--- config.mk ---
export PLATFORM = sky130hd
export DESIGN_NAME = query_patch_reader
export DESIGN_NICKNAME = d
export VERILOG_FILES = /design/src/rtl/query_patch_pkg.sv /design/src/rtl/query_patch_fifo.sv /design/src/rtl/query_patch_reader.sv
export SDC_FILE = /design/constraint.sdc
export NUM_CORES = 1
export LEC_CHECK = 0
export ABC_AREA = 1
export BUFFER_PORTS_ARGS = -buffer_cell sky130_fd_sc_hd__buf_2
export CAP_MARGIN = 10
export CORE_AREA = 2 2 132 134
export CTS_CLUSTER_SIZE = 28
export DETAILED_ROUTE_END_ITERATION = 16
export DIE_AREA = 0 0 134 136
export PLACE_DENSITY_LB_ADDON = 0.2
export REMOVE_ABC_BUFFERS = 1
export SETUP_SLACK_MARGIN = 0.2
export SLEW_MARGIN = 20
export SYNTH_ARGS = -nofsm -noshare
export SYNTH_HDL_FRONTEND = slang
export SYNTH_HIERARCHICAL = 1
export SYNTH_SLANG_ARGS = --single-unit
--- constraint.sdc ---
create_clock -name clk -period 4.1 [get_ports clk]
set_clock_uncertainty 0.1 [all_clocks]
set_input_delay 0.41 -clock clk [delete_from_list [all_inputs] [get_ports clk]]
set_output_delay 0.41 -clock clk [all_outputs]
set_load 0.005 [all_outputs]
--- src/rtl/query_patch_pkg.sv ---
// Shared constants, types and helpers for the query patch memory read path.
package query_patch_pkg;

    localparam int unsigned DATA_WIDTH = 11;
    localparam int unsigned PATCH_SIZE = 5;
    localparam int unsigned PATCH_W    = DATA_WIDTH * PATCH_SIZE;
    localparam int unsigned ADDR_WIDTH = 9;
    localparam int unsigned DEPTH      = 512;
    localparam int unsigned FIFO_DEPTH = 2;
    localparam int unsigned COUNT_W    = $clog2(FIFO_DEPTH + 1);
    localparam int unsigned NUM_W      = ADDR_WIDTH + 1;

    typedef logic [PATCH_W-1:0]    patch_t;
    typedef logic [ADDR_WIDTH-1:0] patch_addr_t;
    typedef logic [NUM_W-1:0]      patch_count_t;

    typedef struct packed {
        patch_addr_t addr;
        patch_t      patch;
    } fifo_entry_t;

    // Requests larger than the memory saturate at one full pass.
    function automatic patch_count_t clamp_count(input patch_count_t n);
        return (n > patch_count_t'(DEPTH)) ? patch_count_t'(DEPTH) : n;
    endfunction

endpackage

--- src/rtl/query_patch_fifo.sv ---
// Small synchronous FIFO of {addr, patch} entries; head is visible while not empty.
module query_patch_fifo
    import query_patch_pkg::*;
(
    input  logic               clk,
    input  logic               rst,
    input  logic               push,
    input  fifo_entry_t        push_data,
    input  logic               pop,
    output fifo_entry_t        head,
    output logic [COUNT_W-1:0] count,
    output logic               full,
    output logic               empty
);

    localparam int unsigned PTR_W = (FIFO_DEPTH > 1) ? $clog2(FIFO_DEPTH) : 1;

    fifo_entry_t      mem [FIFO_DEPTH];
    logic [PTR_W-1:0] wr_ptr;
    logic [PTR_W-1:0] rd_ptr;
    logic             do_push;
    logic             do_pop;

    function automatic logic [PTR_W-1:0] ptr_next(input logic [PTR_W-1:0] p);
        return (p == PTR_W'(FIFO_DEPTH - 1)) ? '0 : p + PTR_W'(1);
    endfunction

    assign full    = (count == COUNT_W'(FIFO_DEPTH));
    assign empty   = (count == '0);
    assign head    = mem[rd_ptr];
    assign do_pop  = pop && !empty;
    assign do_push = push && (!full || do_pop);

    always_ff @(posedge clk) begin
        if (rst) begin
            wr_ptr <= '0;
            rd_ptr <= '0;
            count  <= '0;
            for (int i = 0; i < int'(FIFO_DEPTH); i++) begin
                mem[i] <= '0;
            end
        end else begin
            if (do_push) begin
                mem[wr_ptr] <= push_data;
                wr_ptr      <= ptr_next(wr_ptr);
            end
            if (do_pop) begin
                rd_ptr <= ptr_next(rd_ptr);
            end
            case ({do_push, do_pop})
                2'b10:   count <= count + COUNT_W'(1);
                2'b01:   count <= count - COUNT_W'(1);
                default: count <= count;
            endcase
        end
    end

    // The reader's credit check must make this unreachable.
    always_ff @(posedge clk) begin
        if (!rst) begin
            assert (!(push && full && !pop));
        end
    end

endmodule

--- src/rtl/query_patch_reader.sv ---
// Streams a contiguous run of query patches from memory port 1 into a credit-managed output FIFO.
module query_patch_reader
    import query_patch_pkg::*;
(
    input  logic                  clk,
    input  logic                  rst,
    input  logic                  start,
    input  logic [ADDR_WIDTH-1:0] base_addr,
    input  logic [ADDR_WIDTH:0]   num_patches,
    output logic                  busy,
    output logic                  done,
    output logic                  csb1,
    output logic [ADDR_WIDTH-1:0] addr1,
    input  logic [PATCH_W-1:0]    rpatch1,
    output logic                  out_valid,
    input  logic                  out_ready,
    output logic [PATCH_W-1:0]    out_patch,
    output logic [ADDR_WIDTH-1:0] out_idx
);

    localparam logic [0:0] IDLE = 1'b0;
    localparam logic [0:0] RUN  = 1'b1;

    logic [0:0]         state;
    logic [0:0]         state_next;
    patch_addr_t        base_q;
    patch_count_t       num_q;
    patch_count_t       issued;
    patch_count_t       delivered;
    logic               inflight;
    patch_addr_t        inflight_addr;
    logic               zero_done;

    fifo_entry_t        push_data;
    fifo_entry_t        head;
    logic [COUNT_W-1:0] fifo_count;
    logic               fifo_full;
    logic               fifo_empty;

    logic               pop;
    logic               accept;
    logic               last_pop;
    logic               issue;
    logic [COUNT_W:0]   credit;

    assign out_valid = !fifo_empty;
    assign out_patch = head.patch;
    assign out_idx   = head.addr;
    assign pop       = out_valid && out_ready;
    assign accept    = (state == IDLE) && start && !zero_done;
    assign last_pop  = (state == RUN) && pop && (delivered == num_q - patch_count_t'(1));

    // Entries already held or on their way, minus the one leaving this cycle.
    assign credit = (COUNT_W+1)'(fifo_count) + (COUNT_W+1)'(inflight) - (COUNT_W+1)'(pop);
    assign issue  = (state == RUN) && (issued < num_q) && (credit < (COUNT_W+1)'(FIFO_DEPTH));

    assign csb1      = !issue;
    assign addr1     = base_q + issued[ADDR_WIDTH-1:0];
    assign busy      = (state == RUN);
    assign done      = zero_done || last_pop;
    assign push_data = '{addr: inflight_addr, patch: rpatch1};

    always_comb begin
        state_next = state;
        case (state)
            IDLE:    if (accept && (num_patches != '0)) state_next = RUN;
            RUN:     if (last_pop) state_next = IDLE;
            default: state_next = IDLE;
        endcase
    end

    always_ff @(posedge clk) begin
        if (rst) begin
            state         <= IDLE;
            base_q        <= '0;
            num_q         <= '0;
            issued        <= '0;
            delivered     <= '0;
            inflight      <= 1'b0;
            inflight_addr <= '0;
            zero_done     <= 1'b0;
        end else begin
            state         <= state_next;
            inflight      <= issue;
            inflight_addr <= addr1;
            zero_done     <= accept && (num_patches == '0);
            if (accept) begin
                base_q    <= base_addr;
                num_q     <= clamp_count(num_patches);
                issued    <= '0;
                delivered <= '0;
            end else begin
                if (issue) issued <= issued + patch_count_t'(1);
                if ((state == RUN) && pop) delivered <= delivered + patch_count_t'(1);
            end
        end
    end

    query_patch_fifo u_fifo (
        .clk       (clk),
        .rst       (rst),
        .push      (inflight),
        .push_data (push_data),
        .pop       (pop),
        .head      (head),
        .count     (fifo_count),
        .full      (fifo_full),
        .empty     (fifo_empty)
    );

endmodule

; ---- Word-level counts from Yosys, hierarchy flattened
; Memory sizes are Yosys's and may differ from the RTL's. A register that Yosys moved wholly into a read port is not among the register bits.
; Cells that the tools add are included.
[word_totals]
regBits = 55
latch_bits = 0
ramBits = 128
mem_bits_ro = 0
in_bits = 78
output_inout_bits = 77
word_cells = 70
n_memories = 1
[mem_list]
columns = name, words, word_bits, rd, rd_ports_with_merged_regs, write_ports, line
row1 = u_fifo.mem, 2, 64, 1, 1, 2, query_patch_fifo.sv:18  ; fifo_entry_t mem [FIFO_DEPTH];
[op_classes]
addsub = 10
n_mul = 0
div_mod_pow = 0
n_lt_le_gt_ge = 3
eq_ne = 4
shift = 0
n_mux = 17
bitwise = 1
reduce_logical = 23
[op_table]
columns = op, count
row1 = $mux W64, 1
row2 = $reduce_or A64 Y1, 1
row3 = $add A10 B1 Y10 const B, 2
row4 = $mux W1, 13
row5 = $logic_and A1 B1 Y1, 11
row6 = $eq A10 B10 Y1, 1
row7 = $gt A10 B10 Y1 const B, 1
row8 = $logic_not A10 Y1, 1
row9 = $lt A10 B10 Y1, 1
row10 = $mux W10, 1
row11 = $reduce_bool A10 Y1, 1
row12 = $sub A10 B1 Y10 const B, 1
row13 = $add A9 B9 Y9, 1
row14 = $eq A2 B2 Y1 const B, 2
row15 = $logic_not A1 Y1, 4
row16 = $pmux W2 S2, 1
row17 = $add A2 B1 Y3, 1
row18 = $lt A3 B2 Y1 const B, 1
row19 = $sub A3 B1 Y3, 1
row20 = $add A1 B1 Y1 const B, 2
row21 = $add A2 B1 Y2 const B, 1
row22 = $eq A2 B1 Y1 const B, 1
row23 = $logic_not A2 Y1, 1
row24 = $logic_or A1 B1 Y1, 2
row25 = 5 further kinds, 5

; ---- Longest topological paths before layout
[logic_depth]
word_depth = 11
mapped_depth = 15
depth_no_buf = 15

; ---- Cells and area by module
; The synthesis kept the hierarchy.
[by_module_without_submodules]
columns = module, instances, cells_each, area_per_inst_um2, seq_area_each_um2
row1 = query_patch_fifo, 1, 447, 6008.3, 3943.8
row2 = query_patch_reader, 1, 418, 3030.4, 1021.0

; ---- Worst setup path after synthesis
; No wires, ideal clock.
[synth_path]
path_type = register to register
start = register u_fifo.count[1]
end = memory u_fifo/mem[0][0] (netlist name) (enable)
setup_time_ps = 424
t_arrival_ps = 2897
t_required_ps = 3576
slack_ps = 680
stages_incl_launch_ff = 13
path_buffers = 2
synth_period_minus_slack_ps = 3420
path_cell_list = dfxtp_1 -> inv_1 -> nand2_1 -> inv_1 -> nor2_2 -> inv_1 -> nand2_2 -> nand2_2 -> nor2_2 -> nand2_1 -> buf_6 -> buf_12 -> nand2_1
[synth_lines]
columns = item, line
row1 = start: declaration, query_patch_fifo.sv:11  ; output logic [COUNT_W-1:0] count,
row2 = start signal: assignment, query_patch_fifo.sv:51  ; 2'b10: count <= count + COUNT_W'(1);
row3 = start signal: assignment, query_patch_fifo.sv:52  ; 2'b01: count <= count - COUNT_W'(1);
row4 = start signal: assignment, query_patch_fifo.sv:53  ; default: count <= count;
row5 = end: declaration, query_patch_fifo.sv:18

; ---- Worst setup path in the final report
[layout_path]
start = register u_fifo.count[1]
end = output port csb1
[layout_between]
elab_chain_len = 7
elab_cells_between_ends = 8
classes_between = add/sub: 2 / order compare: 1 / reduce/logical: 5
[layout_rtl]
columns = item, line
row1 = $logic_not A2 Y1, query_patch_fifo.sv:29  ; assign empty = (count == '0);
row2 = net fifo_empty, query_patch_reader.sv:38  ; logic fifo_empty;
row3 = $logic_not A1 Y1, query_patch_reader.sv:46  ; assign out_valid = !fifo_empty;
row4 = $logic_and A1 B1 Y1, query_patch_reader.sv:49  ; assign pop = out_valid && out_ready;
row5 = net pop, query_patch_reader.sv:40  ; logic pop;
row6 = $sub A3 B1 Y3, query_patch_reader.sv:54  ; assign credit = (COUNT_W+1)'(fifo_count) + (COUNT_W+1)'(inflight) - (COUNT_W+1)'(pop);
row7 = $lt A3 B2 Y1, query_patch_reader.sv:55  ; assign issue = (state == RUN) && (issued < num_q) && (credit < (COUNT_W+1)'(FIFO_DEPTH));
row8 = $logic_and A1 B1 Y1, query_patch_reader.sv:55
row9 = $logic_not A1 Y1, query_patch_reader.sv:57  ; assign csb1 = !issue;
row10 = end: declaration, query_patch_reader.sv:12  ; output logic csb1,
; The timed path passes the listed nets, and every way through them passes these cells.

==> flow_summary.ini <==
[outcome]
status = complete, no violations

[routing]
wire_per_inst_um = 14.2
first_pass_iters = 4
drcViolationCount = 0
vias_per_cell = 4.98
vias = 6219
first_iter_violations = 325
wl_um = 17800
antenna_left = 0

[timing]
max_freq_ghz = 0.281
finalMaxSlewViolations = 0
finalCritPeriodShare_pct = 86.7
rsz0062_at_grt = no
relSlewSlack_pct = 44.6
finalSetupViolCount = 0
tightest_slew_ns = 0.832
whs_ns = 0.0719
hold_viol = 0
worst_slack_ns = 0.544
period_minus_slack_ns = 3.56

[synth]
ys_types = 40
yosysMostFrequentCell = nor2_1
ys_top_cells_by_count = nor2_1 (130), edfxtp_1 (128), inv_1 (120)
netlist_area_um2 = 9040
synth_top_area_share_pct = 42.5
yosysSeqAreaShare_pct = 54.9
synthCells = 865
ys_async_sr_fraction_pct = 0
ys_ff_latch = 184
yosys_warnings = 6
yosysTopAreaCell = edfxtp_1
synth_area_leaders = edfxtp_1 (43%), dfxtp_1 (12%), mux2_2 (8.0%)
synth_edf_count = 128
synth_flop_cell = edfxtp_1
synth.avg_cell_area_um2 = 10.4

[place]
gp_congestion = 0.856
io_buffers = 154
hpwl_um = 12000
pre_cts_ws_ns = 0.927
dpl_cell_area_um2 = 9940

[setup_path]
path_max_fanout = 12
cp.required_ns = 3.59
worstPathArrival_ns = 3.05
critPathKind = register to output pin
critPathLaunchType = register
cp-end-kind = output pin

[cts]
clockRootBuffer = clkbuf_16
cts_hold_buf = 0
clock_path_buffers = 2
cts.sinks = 184
cts_buffers = 17
worstSkewPairLatency_ns = 0.43
htreeDepth = 4
post-cts-setup-buffer-count = 0
cts_tree = built
clkTransAtPathRegs_ns = 0.07

[global_route]
grtUsageTotal_pct = 20.4
grt_max_degree = 65
grt_pass1_wl_um = 29200
grt_pass1_vias = 6075
grt_antenna_before_repair = 1
grt_overflow = 0

[final_layout]
areaGrowthSynthToFinish_pct = 16.9
diodes = 0
fin_area_um2 = 10600
regArea_um2 = 4970
multi_input_area_um2 = 3390
drive_gt1_share_pct = 31.1
nFillCells = 1455
fin_nets = 1113

[floorplan]
dieArea_um2 = 18200
die_x_um = 134
core-area_um2 = 16900
die_h_um = 136
ios = 155
rows = 48
initial_core_util_pct = 53.6

[power_and_ir_drop]
p_leak_nw = 4.67
p_per_area_nw_per_um2 = 400
ir_drop_uv = 283

[run]
drv_cap = 0

[worst_hold_path]
hold_path.class = primary input to register
==> sequential cells by signal, summed over array words and instances, names as in the netlist, named ones only <==
name / count
issued: 10
u_fifo/count: 2
delivered: 10
inflight: 1
u_fifo/rd_ptr: 1
u_fifo/wr_ptr: 1
u_fifo/mem: 128
zero_done: 1
inflight_addr: 9
num_q: 10
base_q: 9
busy: 1
==> path summary, 6_finish.rpt <==
check             startpoint                to  slack, ns  depth (start not counted)
max reg2reg  u_fifo/count[1]  u_fifo/mem[0][4]       1.17                         11
max          u_fifo/count[1]              csb1       0.54                         13
min reg2reg    u_fifo/rd_ptr          register       0.37                          2
min             base_addr[1]         base_q[1]       0.07                          3
==> logic make-up after synthesis <==
| logic type | after synthesis | synth area share, % |
|---|---|---|
| buffers and inverters | 157 | 7.79 |
| AND/OR/NAND/NOR | 350 | 19.7 |
| adder cells (fa/ha/maj) | 23 | 3.35 |
| flip-flops | 184 | 54.9 |
| AO/OA/AOI/OAI | 64 | 4.06 |
| XOR/XNOR | 23 | 2.23 |
| multiplexers | 64 | 7.97 |
==> where the power goes <==
group          internal (W)  switching (W)
sequential          0.00207      0.0000379
clock              0.000978       0.000721
combinational      0.000167       0.000256
total               0.00322        0.00101
==> critical path, cell delays in order, from the launching register on <==
cell     delay [ns]
dfxtp_1        0.50
inv_1          0.07
nand2_1        0.08
inv_1          0.06
nor2_2         0.23
ha_1           0.28
inv_1          0.06
nand2_1        0.06
fa_1           0.38
xnor2_1        0.16
nand2_1        0.06
inv_1          0.28
nand3_4        0.20
buf_2          0.19
==> per-layer routing <==
| layer | global-route usage, % | up-vias | part of all wire (%) |
|---|---|---|---|
| li1 | - | 3148 | - |
| met1 | 26.4 | 2896 | 45 |
| met2 | 34.3 | 158 | 49 |
| met3 | 4.25 | 17 | 4.8 |
| met4 | 6.68 | 0 | 1.5 |
| met5 | 0 | - | 0 |
==> per-stage QoR <==
step | util (%) | setup TNS (ns) | std cells | power [W]
after detailed placement | 58.9 | 0 | 1218 | 0.00257
after global placement | 58.9 | 0 | 1218 | 0.00256
after CTS | 62.6 | 0 | 1250 | 0.00426
final | 62.6 | 0 | 1250 | 0.00423
after global routing | 62.6 | 0 | 1250 | 0.00440
after floorplan | - | -220.33 | 833 | 0.00241
==> placed cells by master (no fill, tap or decap), drive strengths merged, types with 7 or more instances in the layout <==
master	Yosys	routed
a21oi	29	29
a22o	8	8
buf	23	160
clkbuf	9	18
dfxtp	56	56
edfxtp	128	128
ha	21	21
inv	125	131
mux2	64	64
nand2	103	103
nand3	40	40
nand4	15	15
nor2	176	176
nor3	7	7
o21ai	19	19
xor2	17	17
==> area by class of cell <==
class | count | share of cell area (%)
Sequential cell | 184 | 47.0
Multi-Input combinational cell | 524 | 32.1
Timing Repair Buffer | 160 | 7.96
Inverter | 125 | 4.44
Clock buffer | 18 | 4.06
Tap cell | 225 | 2.66
Clock inverter | 14 | 1.79
==> timing repair <==
item | CTS | global route
endpoints found under the setup margin | 0 | 1
gates resized for setup | 0 | 1
hold endpoints to repair | 0 | 0
Power figures use the tool's default switching activity.
